<file path="src/rtl/l2_mem_responder_pkg.sv">
// Shared types for the L2 line-to-word memory responder.
package l2_mem_responder_pkg;

    localparam int LC3B_WORDS_PER_LINE = 8;

    typedef logic [15:0]  lc3b_word;
    typedef logic [127:0] lc3b_c_line;
    typedef logic [2:0]   lc3b_line_idx;

    typedef enum logic [2:0] {
        IDLE,
        READ,
        WRITE,
        RESPOND,
        DONE
    } lc3b_resp_state;

    // Byte address of word idx inside the line starting at base.
    // The base is 16-byte aligned, so this never carries out of bit 3.
    function automatic lc3b_word line_word_address(lc3b_word base, lc3b_line_idx idx);
        return base + lc3b_word'({idx, 1'b0});
    endfunction

endpackage

</file>
<file path="src/rtl/l2_mem_responder_if.sv">
// Line-request bus (from the arbiter / L2) and word-wide physical memory port.
interface l2_mem_responder_if;
    import l2_mem_responder_pkg::*;

    // Line side
    lc3b_word   mem_address;
    logic       mem_read;
    logic       mem_write;
    lc3b_c_line mem_wdata;
    logic       mem_resp;
    lc3b_c_line mem_rdata;

    // Word side
    lc3b_word   word_address;
    logic       word_read;
    logic       word_write;
    lc3b_word   word_wdata;
    logic       word_resp;
    lc3b_word   word_rdata;

    // Environment view: issues line requests, serves word requests.
    modport master (
        output mem_address, mem_read, mem_write, mem_wdata,
        input  mem_resp, mem_rdata,
        input  word_address, word_read, word_write, word_wdata,
        output word_resp, word_rdata
    );

    // Responder view.
    modport slave (
        input  mem_address, mem_read, mem_write, mem_wdata,
        output mem_resp, mem_rdata,
        output word_address, word_read, word_write, word_wdata,
        input  word_resp, word_rdata
    );

endinterface

</file>
<file path="src/rtl/l2_mem_responder_control.sv">
// Sequencer for the line responder: walks eight word transactions per line
// and produces the load/store strobes for the datapath.
module l2_mem_responder_control
    import l2_mem_responder_pkg::*;
(
    input  logic         clk,
    input  logic         reset,
    input  logic         i_mem_read,
    input  logic         i_mem_write,
    input  logic         i_word_resp,
    output lc3b_line_idx o_idx,
    output logic         o_load_req,
    output logic         o_load_wdata,
    output logic         o_store_word,
    output logic         o_word_read,
    output logic         o_word_write,
    output logic         o_mem_resp
);

    lc3b_resp_state r_state;
    lc3b_resp_state w_next_state;
    lc3b_line_idx   r_idx;
    logic           w_idx_clr;
    logic           w_idx_inc;
    logic           w_last;

    assign w_last = (r_idx == lc3b_line_idx'(LC3B_WORDS_PER_LINE - 1));
    assign o_idx  = r_idx;

    // State register and word counter.
    always_ff @(posedge clk) begin
        // NOTE: registered state uses non-blocking assignments so every flop
        // samples the pre-edge values regardless of evaluation order.
        if (reset) begin
            r_state <= IDLE;
            r_idx   <= '0;
        end else begin
            r_state <= w_next_state;
            if (w_idx_clr) begin
                r_idx <= '0;
            end else if (w_idx_inc) begin
                r_idx <= r_idx + 3'd1;
            end
        end
    end

    // Next-state decode and word-port / completion outputs.
    always_comb begin
        // NOTE: every output gets a default before the case so no path can
        // leave a signal unassigned and infer a latch.
        w_next_state = r_state;
        w_idx_clr    = 1'b0;
        w_idx_inc    = 1'b0;
        o_load_req   = 1'b0;
        o_load_wdata = 1'b0;
        o_store_word = 1'b0;
        o_word_read  = 1'b0;
        o_word_write = 1'b0;
        o_mem_resp   = 1'b0;

        case (r_state)
            IDLE: begin
                // Write wins when both requests are present.
                if (i_mem_write) begin
                    o_load_req   = 1'b1;
                    o_load_wdata = 1'b1;
                    w_idx_clr    = 1'b1;
                    w_next_state = WRITE;
                end else if (i_mem_read) begin
                    o_load_req   = 1'b1;
                    w_idx_clr    = 1'b1;
                    w_next_state = READ;
                end
            end
            READ: begin
                o_word_read = 1'b1;
                if (i_word_resp) begin
                    o_store_word = 1'b1;
                    if (w_last) begin
                        w_next_state = RESPOND;
                    end else begin
                        w_idx_inc = 1'b1;
                    end
                end
            end
            WRITE: begin
                o_word_write = 1'b1;
                if (i_word_resp) begin
                    if (w_last) begin
                        w_next_state = RESPOND;
                    end else begin
                        w_idx_inc = 1'b1;
                    end
                end
            end
            RESPOND: begin
                o_mem_resp   = 1'b1;
                w_next_state = DONE;
            end
            DONE: begin
                // One dead cycle so a requester that drops its request a
                // cycle late is not accepted twice.
                w_next_state = IDLE;
            end
            default: begin
                w_next_state = IDLE;
            end
        endcase
    end

endmodule

</file>
<file path="src/rtl/l2_mem_responder.sv">
// Responder for 128-bit line requests: serializes each line into eight
// 16-bit word transactions and assembles read data into a line buffer.
module l2_mem_responder
    import l2_mem_responder_pkg::*;
(
    input  logic               clk,
    input  logic               reset,
    l2_mem_responder_if.slave  bus
);

    lc3b_line_idx w_idx;
    logic         w_load_req;
    logic         w_load_wdata;
    logic         w_store_word;
    logic         w_word_read;
    logic         w_word_write;
    logic         w_mem_resp;
    lc3b_word     w_line_base;

    lc3b_word     r_base;
    lc3b_c_line   r_wdata;
    lc3b_c_line   r_buffer;

    l2_mem_responder_control u_control (
        .clk          (clk),
        .reset        (reset),
        .i_mem_read   (bus.mem_read),
        .i_mem_write  (bus.mem_write),
        .i_word_resp  (bus.word_resp),
        .o_idx        (w_idx),
        .o_load_req   (w_load_req),
        .o_load_wdata (w_load_wdata),
        .o_store_word (w_store_word),
        .o_word_read  (w_word_read),
        .o_word_write (w_word_write),
        .o_mem_resp   (w_mem_resp)
    );

    // Offset bits of the request address are dropped at acceptance.
    assign w_line_base = bus.mem_address & 16'hFFF0;

    // Line base address, captured when a request is accepted.
    always_ff @(posedge clk) begin
        if (reset) begin
            r_base <= '0;
        end else if (w_load_req) begin
            r_base <= w_line_base;
        end
    end

    // Write line, captured when a write is accepted.
    always_ff @(posedge clk) begin
        if (reset) begin
            r_wdata <= '0;
        end else if (w_load_wdata) begin
            r_wdata <= bus.mem_wdata;
        end
    end

    // Read line buffer, filled one word slot per completed read word.
    always_ff @(posedge clk) begin
        // NOTE: the buffer is reset on purpose: mem_rdata is visible at all
        // times and must read as zero after reset, not stale line data.
        if (reset) begin
            r_buffer <= '0;
        end else if (w_store_word) begin
            r_buffer[{w_idx, 4'b0000} +: 16] <= bus.word_rdata;
        end
    end

    // Word-port outputs decode only from registered state, so they are
    // stable for the whole cycle.
    assign bus.word_address = line_word_address(r_base, w_idx);
    assign bus.word_wdata   = r_wdata[{w_idx, 4'b0000} +: 16];
    assign bus.word_read    = w_word_read;
    assign bus.word_write   = w_word_write;
    assign bus.mem_resp     = w_mem_resp;
    assign bus.mem_rdata    = r_buffer;

endmodule

</file>
<file path="src/flat_wrapper.sv">
// flat-port wrapper written by rule: the top's interface ports become plain ports
module l2_mem_responder_flat import l2_mem_responder_pkg::*;
  (clk, reset, bus_mem_address, bus_mem_read, bus_mem_write, bus_mem_wdata, bus_mem_resp, bus_mem_rdata, bus_word_address, bus_word_read, bus_word_write, bus_word_wdata, bus_word_resp, bus_word_rdata);
  l2_mem_responder_if bus_i ();
  input  logic clk;
  input  logic reset;
  input wire logic [$bits(bus_i.mem_address)-1:0] bus_mem_address;
  input wire logic [$bits(bus_i.mem_read)-1:0] bus_mem_read;
  input wire logic [$bits(bus_i.mem_write)-1:0] bus_mem_write;
  input wire logic [$bits(bus_i.mem_wdata)-1:0] bus_mem_wdata;
  output wire logic [$bits(bus_i.mem_resp)-1:0] bus_mem_resp;
  output wire logic [$bits(bus_i.mem_rdata)-1:0] bus_mem_rdata;
  output wire logic [$bits(bus_i.word_address)-1:0] bus_word_address;
  output wire logic [$bits(bus_i.word_read)-1:0] bus_word_read;
  output wire logic [$bits(bus_i.word_write)-1:0] bus_word_write;
  output wire logic [$bits(bus_i.word_wdata)-1:0] bus_word_wdata;
  input wire logic [$bits(bus_i.word_resp)-1:0] bus_word_resp;
  input wire logic [$bits(bus_i.word_rdata)-1:0] bus_word_rdata;
  assign bus_i.mem_address = bus_mem_address;
  assign bus_i.mem_read = bus_mem_read;
  assign bus_i.mem_write = bus_mem_write;
  assign bus_i.mem_wdata = bus_mem_wdata;
  assign bus_mem_resp = bus_i.mem_resp;
  assign bus_mem_rdata = bus_i.mem_rdata;
  assign bus_word_address = bus_i.word_address;
  assign bus_word_read = bus_i.word_read;
  assign bus_word_write = bus_i.word_write;
  assign bus_word_wdata = bus_i.word_wdata;
  assign bus_i.word_resp = bus_word_resp;
  assign bus_i.word_rdata = bus_word_rdata;
  l2_mem_responder u_core (.clk(clk), .reset(reset), .bus(bus_i));
endmodule
</file>
<file path="config.mk">
export PLATFORM = sky130hd
export DESIGN_NAME = l2_mem_responder_flat
export DESIGN_NICKNAME = d
export VERILOG_FILES = /design/src/rtl/l2_mem_responder_pkg.sv /design/src/rtl/l2_mem_responder_if.sv /design/src/rtl/l2_mem_responder_control.sv /design/src/rtl/l2_mem_responder.sv /design/src/flat_wrapper.sv
export SDC_FILE = /design/constraint.sdc
export NUM_CORES = 1
export LEC_CHECK = 0
export CAP_MARGIN = 20
export CORE_MARGIN = 2
export CORE_UTILIZATION = 48
export DETAILED_ROUTE_END_ITERATION = 8
export GPL_ROUTABILITY_DRIVEN = 0
export PLACE_DENSITY = 0.87
export SYNTH_ARGS = -nofsm -noshare
export SYNTH_HDL_FRONTEND = slang
export SYNTH_SLANG_ARGS = --single-unit
</file>
<file path="constraint.sdc">
create_clock -name clk -period 2.8 [get_ports clk]
set_input_delay 0.84 -clock clk [delete_from_list [all_inputs] [get_ports clk]]
set_output_delay 0.84 -clock clk [all_outputs]
set_load 0.03 [all_outputs]
</file>
==> results.md <==
- Seq cells post-synth: 274
- Cell types occupying the most area after synthesis: sky130_fd_sc_hd__dfxtp_1 (48%), sky130_fd_sc_hd__mux2i_1 (11%), sky130_fd_sc_hd__nand2_1 (10%)
- Clock Sinks: 274
- Proportion of synthesized flip-flops having asynchronous set or reset: 0%
- Status: finished, violations left
- Share of the core filled with cells: 68.5%
- Cell depth of the worst hold path: 2
- Final antenna-violating net count: 0
- Overall die area: 24900 sq um
- Number of setup violations in the final report: 14
- Multiplexer share of the synthesized area: 17.7%
- Antenna violations before repair: 2
- Critical R2R Capture: u_core.bus.mem_rdata[77]$_SDFFE_PP0P_
- Hold Path End: u_core.r_wdata[34]$_SDFFE_PP0P_
- Total Neg Setup Slack: -0.703 ns
- Compound-gate portion of the synthesized area: 7.45%
- Unrepaired setup endpoints after global routing: yes
- Register-to-Register Path Depth: 10
- Tot Pwr: 11.0 mW
- Post-Layout Cell Count: 1852
- Final period utilization: 104%
- Nets: 1683
- Post-synthesis net count: 1386
- Slowest stage cell on the critical path: sky130_fd_sc_hd__mux4_2
- Routed wire per std cell: 18.3 um
- Fraction of synthesized cell area in xor and xnor cells: 0.154%
- CP bufs+invs: 3
- Clock slew at reported path FFs: 0.06 ns
- Data required time of the worst path: 1.96 ns
- Global-route wire length before repair: 51000 um
- Skew-Pair Late Insertion Delay: 0.53 ns
- Vertical die dimension: 158 um
- Per-instance average area after synthesis: 9.34 sq um
- Reg2Reg Setup Slack: 0.21 ns
- Leakage power summed over all cells: 6.62 nW
- Minimum setup slack in the final design: -0.104 ns
- Layout overhead on the synthesized area: 40.8%
- Total of buffers placed on input and output ports: 322
- Max-slew headroom: 66.0%
- Horizontal die dimension: 158 um
- Area share of the largest cell type after synthesis: 48.3%
- Number of standard-cell rows in the floorplan: 56
- Violated checks: negative setup slack
- Largest family of logic cells by synthesized area: simple AND/OR/NAND/NOR gates
- Ports: 328
- Number of H-tree levels: 1
- Total wire length after detailed routing: 33900 um
- Leading cell types by count after synthesis: sky130_fd_sc_hd__nand2_1 (304), sky130_fd_sc_hd__dfxtp_1 (274), sky130_fd_sc_hd__a21oi_1 (144), sky130_fd_sc_hd__nand2b_1 (144), sky130_fd_sc_hd__mux2i_1 (128)
- Design area: 16000 sq um
- Synth warn: 0
- Placeable Area: 23300 sq um
- Number of flops mapped to enable cells by yosys: 0
- Min-delay worst type: flip-flop to flip-flop
- Data arrival time at the worst-slack endpoint: 2.06 ns
- Synth unique cells: 43
- Deepest clock path buffer count: 3
- Library cell with the largest summed area after synthesis: sky130_fd_sc_hd__dfxtp_1
- DPL Wire Length: 23600 um
- Starting DRT DRC Count: 499
- DR vias/cell: 5.29
- Standard cell area after detailed placement: 14900 sq um
- Initial Util: 48.7%
- Leading cell type by number of instances after synthesis: sky130_fd_sc_hd__nand2_1
- Clock buffers created by TritonCTS: 28
- Max rail drop VDD: 0.000545 V
- Final clock skew: 0.00973 ns
- Number of standard cells after synthesis: 1216
- Startpoint of the worst hold path: u_core.r_wdata[34]$_SDFFE_PP0P_
- Detailed-route via count: 9789
- Slew @ Worst Pin: 0.509 ns
- Vias in the first global route: 9686
- Number of buffers inserted by hold repair at cts: 0
- Crit path capture type: primary output
- Worst r2r src: u_core.u_control.o_idx[0]$_SDFFE_PP0P_
- GRT Overall Usage: 26.2%
- Number of optimization iterations in the first detailed-route pass: 6
- Setup crit start: u_core.u_control.o_idx[0]$_SDFFE_PP0P_
- Remaining design rule violation count: 0
- Fraction of the mapped netlist area in simple logic gates: 21.2%
- Root buffer cell: sky130_fd_sc_hd__clkbuf_16
- Type of origin of the critical path: flip-flop
- Type of the setup path with the least slack: flip-flop to primary output
- Delay-heaviest family, CP: multiplexers
- Max incr delay on CP: 0.54 ns
- Pins over their slew limit: 0
- Cells traversed along the worst timing path: buf_12, buf_8, mux4_2, nand2_4, nand2_2, buf_6
- Synthesized-area fraction occupied by adder cells: 0.551%
- Sequential cell area fraction in the yosys report: 48.3%
- Number of maximum-capacitance violations: 0
- TritonCTS clock tree: yes
- Share of final-layout standard cells stronger than drive strength 1: 11.3%
- Highest achievable clock rate: 344 MHz
- Clock period minus final worst setup slack: 2.90 ns
- Dominant synthesized flop cell: sky130_fd_sc_hd__dfxtp_1
- Total gr overflow: 0
- Pin count of the biggest net entering global routing: 96
- Final Hold Violating Endpoints: 0
- Post-synthesis instance area: 11400 sq um
- Maximum fanout along the worst path: 9
- Total power per unit cell area: 689 nW/um^2
- Placed Cells: 1790
[power breakdown]
| group | internal, mW | switching, mW | leakage, nW |
|---|---|---|---|
| registers | 4.30 | 0.225 | 2.23 |
| logic | 1.31 | 1.68 | 3.98 |
| clock network | 1.97 | 1.53 | 0.408 |
[flip-flops by register name, summed over array words and instances, names as in the netlist]
signal,flops
u_core.bus.mem_rdata,128
u_core.r_base,12
u_core.r_wdata,128
u_core.u_control.o_idx,3
u_core.u_control.r_state,3
[layout by cell type, fill, tap and decap left out, drive strengths merged, types with 2 or more instances in the layout]
cell           instances
mux4                  32
a21oi                144
nor3                   2
dlygate4sd2            2
clkdlybuf4s50        299
o21ai                 15
nand4                  2
nand3                 17
mux2i                128
clkinv                 3
diode                  3
dlymetal6s2s           3
nand2                304
and3b                  2
nor2                   2
nand3b                 8
clkinvlp               4
nand2b               144
inv                    5
dfxtp                274
clkbuf                39
buf                   69
a2111oi                2
nor3b                  4
nand4b                 2
ha                     5
nor2b                  3
[metrics by stage]
stage | hold slack (ns) | setup slack, ns
2_1_floorplan | 0.433 | 0.0496
3_3_place_gp | 0.439 | 0.0462
3_5_place_dp | 0.446 | -0.00159
4_1_cts | 0.454 | -0.148
5_1_grt | 0.469 | -0.149
6_report | 0.454 | -0.104
[cell families after synthesis]
group / after synthesis
and+or+nand+nor: 498
DFF: 274
muxes: 161
other: 1
xor gates and xnor gates: 2
AOI/OAI and AO/OA: 165
buffers and inverters: 110
adders and majority gates: 5
[cell type report]
class,instances,area (sq um)
Clock inverter,8,55.1
Antenna cell,3,7.51
Timing Repair Buffer,373,3770
Multi-Input combinational cell,832,5450
Clock buffer,39,793
Tap cell,319,399
Fill cell,1724,7350
Inverter,4,18.8
Sequential cell,274,5490
[worst min-delay path, stage by stage, from the launching register on]
cell and delay (ns):
sky130_fd_sc_hd__dfxtp_1 0.31, sky130_fd_sc_hd__nand2_1 0.05, sky130_fd_sc_hd__a21oi_1 0.05
[metal layers]
| metal | vias to the layer above | track usage, % | routed length [um] |
|---|---|---|---|
| li1 | 4631 | - | - |
| met1 | 4667 | 29.7 | 12900 |
| met2 | 416 | 45.5 | 16300 |
| met3 | 75 | 7.09 | 3120 |
| met4 | 0 | 13.1 | 1550 |
| met5 | - | 0 | 0 |
[how the worst max path moves through the flow]
| stage | slack (ns) | depth (start not counted) | endpoint |
|---|---|---|---|
| floorplan | 0.05 | 11 | u_core.bus.mem_rdata[83]$_SDFFE_PP0P_ |
| global placement | 0.05 | 5 | bus_word_wdata[9] |
| detailed placement | -0.002 | 4 | u_core.bus.mem_rdata[32]$_SDFFE_PP0P_ |
| CTS | -0.15 | 7 | bus_word_wdata[14] |
| global route | -0.15 | 6 | bus_word_wdata[4] |
| finish | -0.10 | 6 | bus_word_wdata[4] |
[repair_timing]
action	CTS	global route
pin swaps	2	2
gates resized for setup	85	12
gates cloned	1	0
setup buffers	8	4
endpoints found under the setup margin	18	39
No activity file was read; power rests on OpenSTA's default activity.
